===== src/rtl/ws2812_frame_ctrl_pkg.sv =====
// ws2812_pkg: shared definitions for the WS2812B frame controller.
//   - state_e      : controller FSM states (IDLE, FETCH, SEND, LATCH)
//   - LATCH_CYCLES_50MHZ : default latch gap, 52 us at 50 MHz
//   - pixel field positions and extract helpers for {green,red,blue} words
//   - idx_width()  : buffer index width for a given pixel count
package ws2812_pkg;

  typedef enum logic [1:0] {
    IDLE  = 2'd0,
    FETCH = 2'd1,
    SEND  = 2'd2,
    LATCH = 2'd3
  } state_e;

  localparam int LATCH_CYCLES_50MHZ = 2600;

  // Pixel word layout: green [23:16], red [15:8], blue [7:0]
  localparam int GREEN_LSB = 16;
  localparam int RED_LSB   = 8;
  localparam int BLUE_LSB  = 0;

  function automatic logic [7:0] px_green(input logic [23:0] px);
    return px[GREEN_LSB +: 8];
  endfunction

  function automatic logic [7:0] px_red(input logic [23:0] px);
    return px[RED_LSB +: 8];
  endfunction

  function automatic logic [7:0] px_blue(input logic [23:0] px);
    return px[BLUE_LSB +: 8];
  endfunction

  // Index width that exactly covers n buffer entries (at least one bit)
  function automatic int idx_width(input int n);
    return (n > 1) ? $clog2(n) : 1;
  endfunction

endpackage


===== src/rtl/ws2812_frame_ctrl_if.sv =====
// ws2812_frame_ctrl_if: pixel stream from the frame controller to the bit
// serializer.
//   pix_red/green/blue : 8-bit colour channels
//   pix_valid          : channels hold a pixel
//   pix_ready          : serializer accepts the pixel this cycle
// master = frame controller, slave = serializer.
interface ws2812_frame_ctrl_if;
  logic [7:0] pix_red;
  logic [7:0] pix_green;
  logic [7:0] pix_blue;
  logic       pix_valid;
  logic       pix_ready;

  modport master (
    output pix_red, pix_green, pix_blue, pix_valid,
    input  pix_ready
  );

  modport slave (
    input  pix_red, pix_green, pix_blue, pix_valid,
    output pix_ready
  );
endinterface


===== src/rtl/ws2812_frame_ctrl_pixel_ram.sv =====
// ws2812_pixel_ram: NUM_LEDS x 24 frame buffer, one write port and one
// registered read-first read port, single clock.
//   clk, reset        : clock, synchronous active-high reset (read register only)
//   wr_en/wr_addr/wr_data : write port; addresses >= NUM_LEDS are dropped
//   rd_en/rd_addr     : load the read register from rd_addr
//   rd_data           : read register; holds while rd_en is low
module ws2812_pixel_ram
  import ws2812_pkg::*;
#(
  parameter int NUM_LEDS = 16,
  parameter int ADDR_W   = 4,
  parameter int IDX_W    = 4
) (
  input  logic              clk,
  input  logic              reset,
  input  logic              wr_en,
  input  logic [ADDR_W-1:0] wr_addr,
  input  logic [23:0]       wr_data,
  input  logic              rd_en,
  input  logic [IDX_W-1:0]  rd_addr,
  output logic [23:0]       rd_data
);

  localparam logic [ADDR_W:0] DEPTH = (ADDR_W + 1)'(NUM_LEDS);

  logic [23:0] mem [NUM_LEDS];
  logic        wr_ok;
  logic [23:0] rd_data_d;
  logic [23:0] rd_data_q;

  // Write qualification and read-register next value
  always_comb begin
    wr_ok = wr_en && ({1'b0, wr_addr} < DEPTH);
    if (rd_en) begin
      rd_data_d = mem[rd_addr];
    end else begin
      rd_data_d = rd_data_q;
    end
  end

  // Buffer storage; contents are deliberately not reset
  always_ff @(posedge clk) begin
    if (wr_ok) begin
      mem[wr_addr[IDX_W-1:0]] <= wr_data;
    end
  end

  // Read register: sampling mem with a non-blocking write gives read-first
  always_ff @(posedge clk) begin
    if (reset) begin
      rd_data_q <= 24'd0;
    end else begin
      rd_data_q <= rd_data_d;
    end
  end

  assign rd_data = rd_data_q;

endmodule


===== src/rtl/ws2812_frame_ctrl.sv =====
// ws2812_frame_ctrl: streams a buffered frame of NUM_LEDS pixels to the
// WS2812B serializer, then holds the latch gap and pulses frame_done.
//   CLOCK_50, reset : clock and synchronous active-high reset
//   wr_en/wr_addr/wr_data : host writes into the pixel buffer (any state)
//   start       : request one frame (ignored while busy)
//   busy        : high from accepted start until frame_done
//   frame_done  : one-cycle pulse at the end of the latch gap
//   pix         : pixel stream (ws2812_frame_ctrl_if.master)
// Optional macro WS2812_AUTO_REFRESH_EN: after the latch gap restart at
// pixel 0 instead of returning to IDLE; only reset stops refresh.
module ws2812_frame_ctrl
  import ws2812_pkg::*;
#(
  parameter int NUM_LEDS     = 16,
  parameter int ADDR_W       = 4,
  parameter int LATCH_CYCLES = LATCH_CYCLES_50MHZ,
  parameter int LATCH_W      = 12
) (
  input  logic                CLOCK_50,
  input  logic                reset,
  input  logic                wr_en,
  input  logic [ADDR_W-1:0]   wr_addr,
  input  logic [23:0]         wr_data,
  input  logic                start,
  output logic                busy,
  output logic                frame_done,
  ws2812_frame_ctrl_if.master pix
);

  localparam int                IDX_W      = idx_width(NUM_LEDS);
  localparam logic [ADDR_W-1:0] LAST_IDX   = ADDR_W'(NUM_LEDS - 1);
  localparam logic [LATCH_W-1:0] LATCH_LAST = LATCH_W'(LATCH_CYCLES - 1);

  state_e             state_q, state_d;
  logic [ADDR_W-1:0]  index_q, index_d;
  logic [LATCH_W-1:0] latch_cnt_q, latch_cnt_d;
  logic               busy_q, busy_d;
  logic               frame_done_q, frame_done_d;
  logic               pix_valid_q, pix_valid_d;
  logic               rd_en;
  logic [23:0]        rd_data;

  // The buffer's read register doubles as the pix_* output register
  ws2812_pixel_ram #(
    .NUM_LEDS (NUM_LEDS),
    .ADDR_W   (ADDR_W),
    .IDX_W    (IDX_W)
  ) u_ram (
    .clk     (CLOCK_50),
    .reset   (reset),
    .wr_en   (wr_en),
    .wr_addr (wr_addr),
    .wr_data (wr_data),
    .rd_en   (rd_en),
    .rd_addr (index_q[IDX_W-1:0]),
    .rd_data (rd_data)
  );

  // Next-state and output logic
  always_comb begin
    state_d      = state_q;
    index_d      = index_q;
    latch_cnt_d  = latch_cnt_q;
    busy_d       = busy_q;
    frame_done_d = 1'b0;
    pix_valid_d  = pix_valid_q;
    rd_en        = 1'b0;
    case (state_q)
      IDLE: begin
        if (start) begin
          state_d = FETCH;
          index_d = {ADDR_W{1'b0}};
          busy_d  = 1'b1;
        end else begin
          state_d = IDLE;
        end
      end
      FETCH: begin
        rd_en       = 1'b1;
        pix_valid_d = 1'b1;
        state_d     = SEND;
      end
      SEND: begin
        if (pix_valid_q && pix.pix_ready) begin
          pix_valid_d = 1'b0;
          if (index_q == LAST_IDX) begin
            state_d     = LATCH;
            latch_cnt_d = {LATCH_W{1'b0}};
          end else begin
            state_d = FETCH;
            index_d = index_q + ADDR_W'(1'b1);
          end
        end else begin
          state_d = SEND;
        end
      end
      LATCH: begin
        pix_valid_d = 1'b0;
        if (latch_cnt_q == LATCH_LAST) begin
          frame_done_d = 1'b1;
          latch_cnt_d  = {LATCH_W{1'b0}};
`ifdef WS2812_AUTO_REFRESH_EN
          state_d = FETCH;
          index_d = {ADDR_W{1'b0}};
`else
          state_d = IDLE;
          busy_d  = 1'b0;
`endif
        end else begin
          latch_cnt_d = latch_cnt_q + LATCH_W'(1'b1);
        end
      end
      default: begin
        state_d     = IDLE;
        busy_d      = 1'b0;
        pix_valid_d = 1'b0;
      end
    endcase
  end

  // State and output registers
  always_ff @(posedge CLOCK_50) begin
    if (reset) begin
      state_q      <= IDLE;
      index_q      <= {ADDR_W{1'b0}};
      latch_cnt_q  <= {LATCH_W{1'b0}};
      busy_q       <= 1'b0;
      frame_done_q <= 1'b0;
      pix_valid_q  <= 1'b0;
    end else begin
      state_q      <= state_d;
      index_q      <= index_d;
      latch_cnt_q  <= latch_cnt_d;
      busy_q       <= busy_d;
      frame_done_q <= frame_done_d;
      pix_valid_q  <= pix_valid_d;
    end
  end

  assign busy          = busy_q;
  assign frame_done    = frame_done_q;
  assign pix.pix_valid = pix_valid_q;
  assign pix.pix_green = px_green(rd_data);
  assign pix.pix_red   = px_red(rd_data);
  assign pix.pix_blue  = px_blue(rd_data);

endmodule

===== src/flat_wrapper.sv =====
// flat-port wrapper written by rule: the top's interface ports become plain ports
module ws2812_frame_ctrl_flat import ws2812_pkg::*;
#(
  parameter int NUM_LEDS     = 16,
  parameter int ADDR_W       = 4,
  parameter int LATCH_CYCLES = LATCH_CYCLES_50MHZ,
  parameter int LATCH_W      = 12
)
  (CLOCK_50, reset, wr_en, wr_addr, wr_data, start, busy, frame_done, pix_pix_red, pix_pix_green, pix_pix_blue, pix_pix_valid, pix_pix_ready);
  ws2812_frame_ctrl_if pix_i ();
  input  logic CLOCK_50;
  input  logic reset;
  input  logic wr_en;
  input  logic [ADDR_W-1:0] wr_addr;
  input  logic [23:0] wr_data;
  input  logic start;
  output logic busy;
  output logic frame_done;
  output wire logic [$bits(pix_i.pix_red)-1:0] pix_pix_red;
  output wire logic [$bits(pix_i.pix_green)-1:0] pix_pix_green;
  output wire logic [$bits(pix_i.pix_blue)-1:0] pix_pix_blue;
  output wire logic [$bits(pix_i.pix_valid)-1:0] pix_pix_valid;
  input wire logic [$bits(pix_i.pix_ready)-1:0] pix_pix_ready;
  assign pix_pix_red = pix_i.pix_red;
  assign pix_pix_green = pix_i.pix_green;
  assign pix_pix_blue = pix_i.pix_blue;
  assign pix_pix_valid = pix_i.pix_valid;
  assign pix_i.pix_ready = pix_pix_ready;
  ws2812_frame_ctrl #(.NUM_LEDS(NUM_LEDS), .ADDR_W(ADDR_W), .LATCH_CYCLES(LATCH_CYCLES), .LATCH_W(LATCH_W)) u_core (.CLOCK_50(CLOCK_50), .reset(reset), .wr_en(wr_en), .wr_addr(wr_addr), .wr_data(wr_data), .start(start), .busy(busy), .frame_done(frame_done), .pix(pix_i));
endmodule

===== config.mk =====
export PLATFORM = sky130hd
export DESIGN_NAME = ws2812_frame_ctrl_flat
export DESIGN_NICKNAME = d
export VERILOG_FILES = /design/src/rtl/ws2812_frame_ctrl_pkg.sv /design/src/rtl/ws2812_frame_ctrl_if.sv /design/src/rtl/ws2812_frame_ctrl_pixel_ram.sv /design/src/rtl/ws2812_frame_ctrl.sv /design/src/flat_wrapper.sv
export SDC_FILE = /design/constraint.sdc
export NUM_CORES = 1
export LEC_CHECK = 0
export BUFFER_PORTS_ARGS = -buffer_cell sky130_fd_sc_hd__buf_2
export CORE_MARGIN = 3
export CORE_UTILIZATION = 61
export CTS_CLUSTER_SIZE = 24
export DETAILED_ROUTE_END_ITERATION = 10
export PLACE_DENSITY_LB_ADDON = 0.1
export SYNTH_ARGS = -nofsm -noshare
export SYNTH_HDL_FRONTEND = slang
export SYNTH_SLANG_ARGS = --single-unit

===== constraint.sdc =====
create_clock -name CLOCK_50 -period 3.75 [get_ports CLOCK_50]
set_input_delay 0.75 -clock CLOCK_50 [delete_from_list [all_inputs] [get_ports CLOCK_50]]
set_output_delay 0.75 -clock CLOCK_50 [all_outputs]
set_load 0.01 [all_outputs]

==> flow_summary.rst <==
.. list-table::
   :header-rows: 1

   * - Metric
     - Value
   * - Met2 routing resource usage after global routing
     - between 30% and 40%
   * - Relative max-transition margin
     - 23.3%
   * - Layout filler cell count
     - 1559
   * - Gp weighted congestion
     - slightly below 0.8
   * - Portion of the post-synthesis area used by sequential elements
     - about three quarters
   * - Remaining DRCs
     - 0
   * - PwrDens
     - approximately 530 mW/mm2
   * - Net count of the finished layout
     - between 900 and 1000
   * - Grt met3 use
     - ~4.0%
   * - Cell type contributing the most total cell area after synthesis
     - sky130_fd_sc_hd__edfxtp_1
   * - Clock-pin transition on the worst setup and hold timing paths
     - 0.06 ns
   * - Measured slew at the worst slew-check pin
     - approximately 1.2 ns
   * - Adder-cell area share of the yosys netlist
     - less than 1%
   * - Area growth, synth to finish
     - 13.8%
   * - Syn Nets
     - ~860
   * - Classification of the worst setup path
     - reg2reg
   * - Most used flip-flop cell after synthesis
     - sky130_fd_sc_hd__edfxtp_1
   * - Largest voltage drop on the vdd net
     - just under 0.6 mV
   * - Clock Skews
     - between 0.01 and 0.015 ns
   * - Share of final-layout standard cells stronger than drive strength 1
     - 29.6%
   * - Count of hold buffers inserted by post-cts repair
     - 0
   * - Period utilisation layout
     - between 60% and 70%
   * - Worst r2r path cells
     - 4
   * - Vias
     - between 8000 and 9000
   * - Buffers inserted during post-CTS setup optimization
     - 0
   * - Area occupied by multi-input gates
     - between 0.003 and 0.004 mm2
   * - Unrepaired setup endpoints after global routing
     - false
   * - Most instantiated cells after synthesis
     - sky130_fd_sc_hd__edfxtp_1, sky130_fd_sc_hd__mux4_2, sky130_fd_sc_hd__dfxtp_1
   * - Clock period minus worst slack
     - roughly 2.3 ns
   * - Startpoint of the tightest hold check path
     - u_core.latch_cnt_q[11]$_SDFFE_PP0P_
   * - Simple-gate share of the synthesized area
     - roughly 3.3%
   * - Portion of netlist area occupied by mux cells
     - 15.0%
   * - Avg Cell Area, Syn
     - between 15 and 20 um2
   * - Number of buffers on the longest clock path
     - 3
   * - Worst-skew pair later-pin latency
     - approximately 0.53 ns
   * - Die outline area
     - between 0.02 and 0.03 mm2
   * - Outcome
     - complete, no violations
   * - Antenna violations before repair
     - 1
   * - Destination of the worst register-to-register timing path
     - u_core.u_ram.rd_data[1]$_SDFFE_PP0N_
   * - Busiest layer in global routing
     - met2
   * - Design area
     - about 0.019 mm2
   * - Wire length of the first global-routing pass
     - 50500 um
   * - Area of the mapped netlist
     - roughly 0.016 mm2
   * - H-tree lvl count
     - 2
   * - Combined flip-flop and latch cell area
     - between 0.01 and 0.015 mm2
   * - Overall overflow remaining after global route
     - 0
   * - Placed cell area
     - about 0.017 mm2
   * - Average wire per standard cell
     - approximately 26 um
   * - Critical register-to-register path startpoint
     - u_core.state_q[0]$_SDFFE_PP0P_
   * - Final Hold Viols
     - 0
   * - Cell count after synthesis
     - roughly 830
   * - Total clock sinks
     - between 400 and 500
   * - Post-route insts no fill
     - around 1300
   * - R2r setup slk
     - roughly 1.4 ns
   * - Compound-gate portion of the synthesized area
     - 4.08%
   * - Number of global-route vias before repair
     - a little under 9000
   * - Synth Register Bits
     - around 430
   * - Overall fraction of global-route tracks in use
     - around 23%
   * - Type of the most critical hold path
     - reg2reg
   * - Count of antenna diodes in the layout
     - 0
   * - Ranking of synthesized cells by area
     - sky130_fd_sc_hd__edfxtp_1, sky130_fd_sc_hd__mux4_2, sky130_fd_sc_hd__dfxtp_1
   * - Initial standard-cell utilization of the core
     - approximately 63%
   * - Met1 usage in global routing
     - about 34%
   * - Number of max-cap violations
     - 0
   * - IO Pins
     - 60
   * - Highest achievable clock rate
     - between 0.4 and 0.5 GHz
   * - Count of antenna-violating nets left after detailed routing
     - 0
   * - Routed wire length
     - around 33000 um
   * - Leakage power
     - slightly below 6 nW
   * - Crit path max fanout
     - 24
   * - Die span in y
     - around 170 um
   * - Main combinational cell family by area after synthesis
     - multiplexers
   * - Worst EP arrival
     - 2.81 ns
   * - Post-CTS sizing
     - 0
   * - Clock buffers created by TritonCTS
     - 43
   * - Number of rows created at floorplan
     - between 50 and 60
   * - Count of cells along the worst hold path
     - 1
   * - Required time of the worst setup path
     - around 4.2 ns
   * - Width of the die
     - 170 um
   * - Setup violators final
     - 0
   * - Synth Area in XOR/XNOR
     - less than 1%
   * - First-pass iteration count of the detailed router
     - 5
   * - Power consumption
     - around 10 mW
   * - Pin count of the biggest net entering global routing
     - between 50 and 60
   * - CTS tree
     - built
   * - Placeable core region
     - 0.0262 mm2
   * - Final TNS setup
     - 0 ns
   * - Distinct cell type count after synthesis
     - 54
   * - Count of input and output buffers
     - 59
   * - # placed instances
     - between 1000 and 1500
   * - CP endpoint kind
     - register
   * - Area share of the largest cell type after synthesis
     - a little over two thirds
   * - Routed via count divided by cell count
     - about 6.4
   * - Max-slew violations
     - 0
   * - Placed wire-length estimate
     - 18100 um
   * - Post-synth ARST share
     - 0%
   * - Violation count after the first detailed-route iteration
     - about 790
   * - Endpoint of the worst hold path
     - u_core.latch_cnt_q[11]$_SDFFE_PP0P_
   * - Launching element type of the critical path
     - register
   * - Yosys warns
     - 0
   * - Buffer cell driving the clock tree root
     - sky130_fd_sc_hd__clkbuf_16
   * - Most numerous cell in the Yosys netlist
     - sky130_fd_sc_hd__edfxtp_1
   * - Number of enable flip-flop cells after synthesis
     - approximately 380
## layer usage
metal	wire length [um]	vias up	part of all wire, %
met5	13	-	0.040
met4	484	2	1.5
met3	2040	49	6.2
met2	16200	287	50
met1	14000	4325	43
li1	-	3604	-
## where the power goes
group | switching (mW) | leakage, nW | total [mW] | internal (mW)
logic | 0.185 | 1.42 | 0.277 | 0.0926
clock network | 1.70 | 0.676 | 4.19 | 2.48
registers | 0.0459 | 3.84 | 5.36 | 5.31
## area by class of cell
type | instances | share of cell area (%)
sequential | 429 | 66.7
multi-input combinational | 350 | 20.3
clock buffer | 54 | 6.05
timing repair buffer | 88 | 3.15
tap | 335 | 2.25
clock inverter | 25 | 1.38
inverter | 4 | 0.0805
## stage by stage
step	utilization (%)	hold WS, ns	setup slack, ns
after floorplan	-	0.439	0.383
after global placement	65.9	0.453	1.10
after detailed placement	65.9	0.472	0.996
after CTS	71.1	0.491	1.41
after global routing	71.1	0.503	1.30
final	71.1	0.489	1.43
## critical path, stage by stage, from the launching register on
cell,delay (ns)
sky130_fd_sc_hd__dfxtp_1,0.54
sky130_fd_sc_hd__or4b_1,1.00
sky130_fd_sc_hd__a221oi_1,0.46
sky130_fd_sc_hd__o21ai_0,0.18
sky130_fd_sc_hd__nand2_1,0.08
## state kept, by name, indices dropped and copies added, names as in the netlist
name                  count
u_core.u_ram.rd_data     24
u_core.frame_done         1
u_core.u_ram.mem        384
u_core.index_q            4
u_core.busy               1
u_core.pix.pix_valid      1
u_core.state_q            2
u_core.latch_cnt_q       12
## how the worst max path moves through the flow
stage	startpoint	endpoint	slack, ns	cells after the start
detailed placement	reset	u_core.u_ram.rd_data[1]$_SDFFE_PP0N_	1.0	5
floorplan	wr_addr[2]	u_core.u_ram.mem[0][0]$_DFFE_PP_	0.38	2
global route	u_core.state_q[0]$_SDFFE_PP0P_	u_core.u_ram.rd_data[4]$_SDFFE_PP0N_	1.30	4
CTS	u_core.state_q[0]$_SDFFE_PP0P_	u_core.u_ram.rd_data[4]$_SDFFE_PP0N_	1.41	4
finish	u_core.state_q[0]$_SDFFE_PP0P_	u_core.u_ram.rd_data[1]$_SDFFE_PP0N_	1.43	4
global placement	reset	u_core.u_ram.rd_data[13]$_SDFFE_PP0N_	1.10	5
## kinds of logic (layout without fill, tap and decap cells)
| group | after synthesis | count (layout) |
|---|---|---|
| and+or+nand+nor | 101 | 101 |
| muxes | 144 | 144 |
| adders and majority gates | 3 | 3 |
| buffers and inverters | 49 | 171 |
| AOI/OAI and AO/OA | 99 | 99 |
| xor gates and xnor gates | 3 | 3 |
| DFF | 429 | 429 |
## cells in the final DEF (no fill, tap or decap), types with 17 or more instances in the layout
cell / n
sky130_fd_sc_hd__clkbuf_16: 43
sky130_fd_sc_hd__buf_2: 59
sky130_fd_sc_hd__o21ai_0: 29
sky130_fd_sc_hd__mux4_2: 79
sky130_fd_sc_hd__a22oi_1: 23
sky130_fd_sc_hd__buf_4: 23
sky130_fd_sc_hd__a221oi_1: 17
sky130_fd_sc_hd__mux2i_1: 41
sky130_fd_sc_hd__mux2_2: 24
sky130_fd_sc_hd__edfxtp_1: 384
sky130_fd_sc_hd__dfxtp_1: 42
sky130_fd_sc_hd__nand2_1: 27
(Power assumes the default switching activity.)
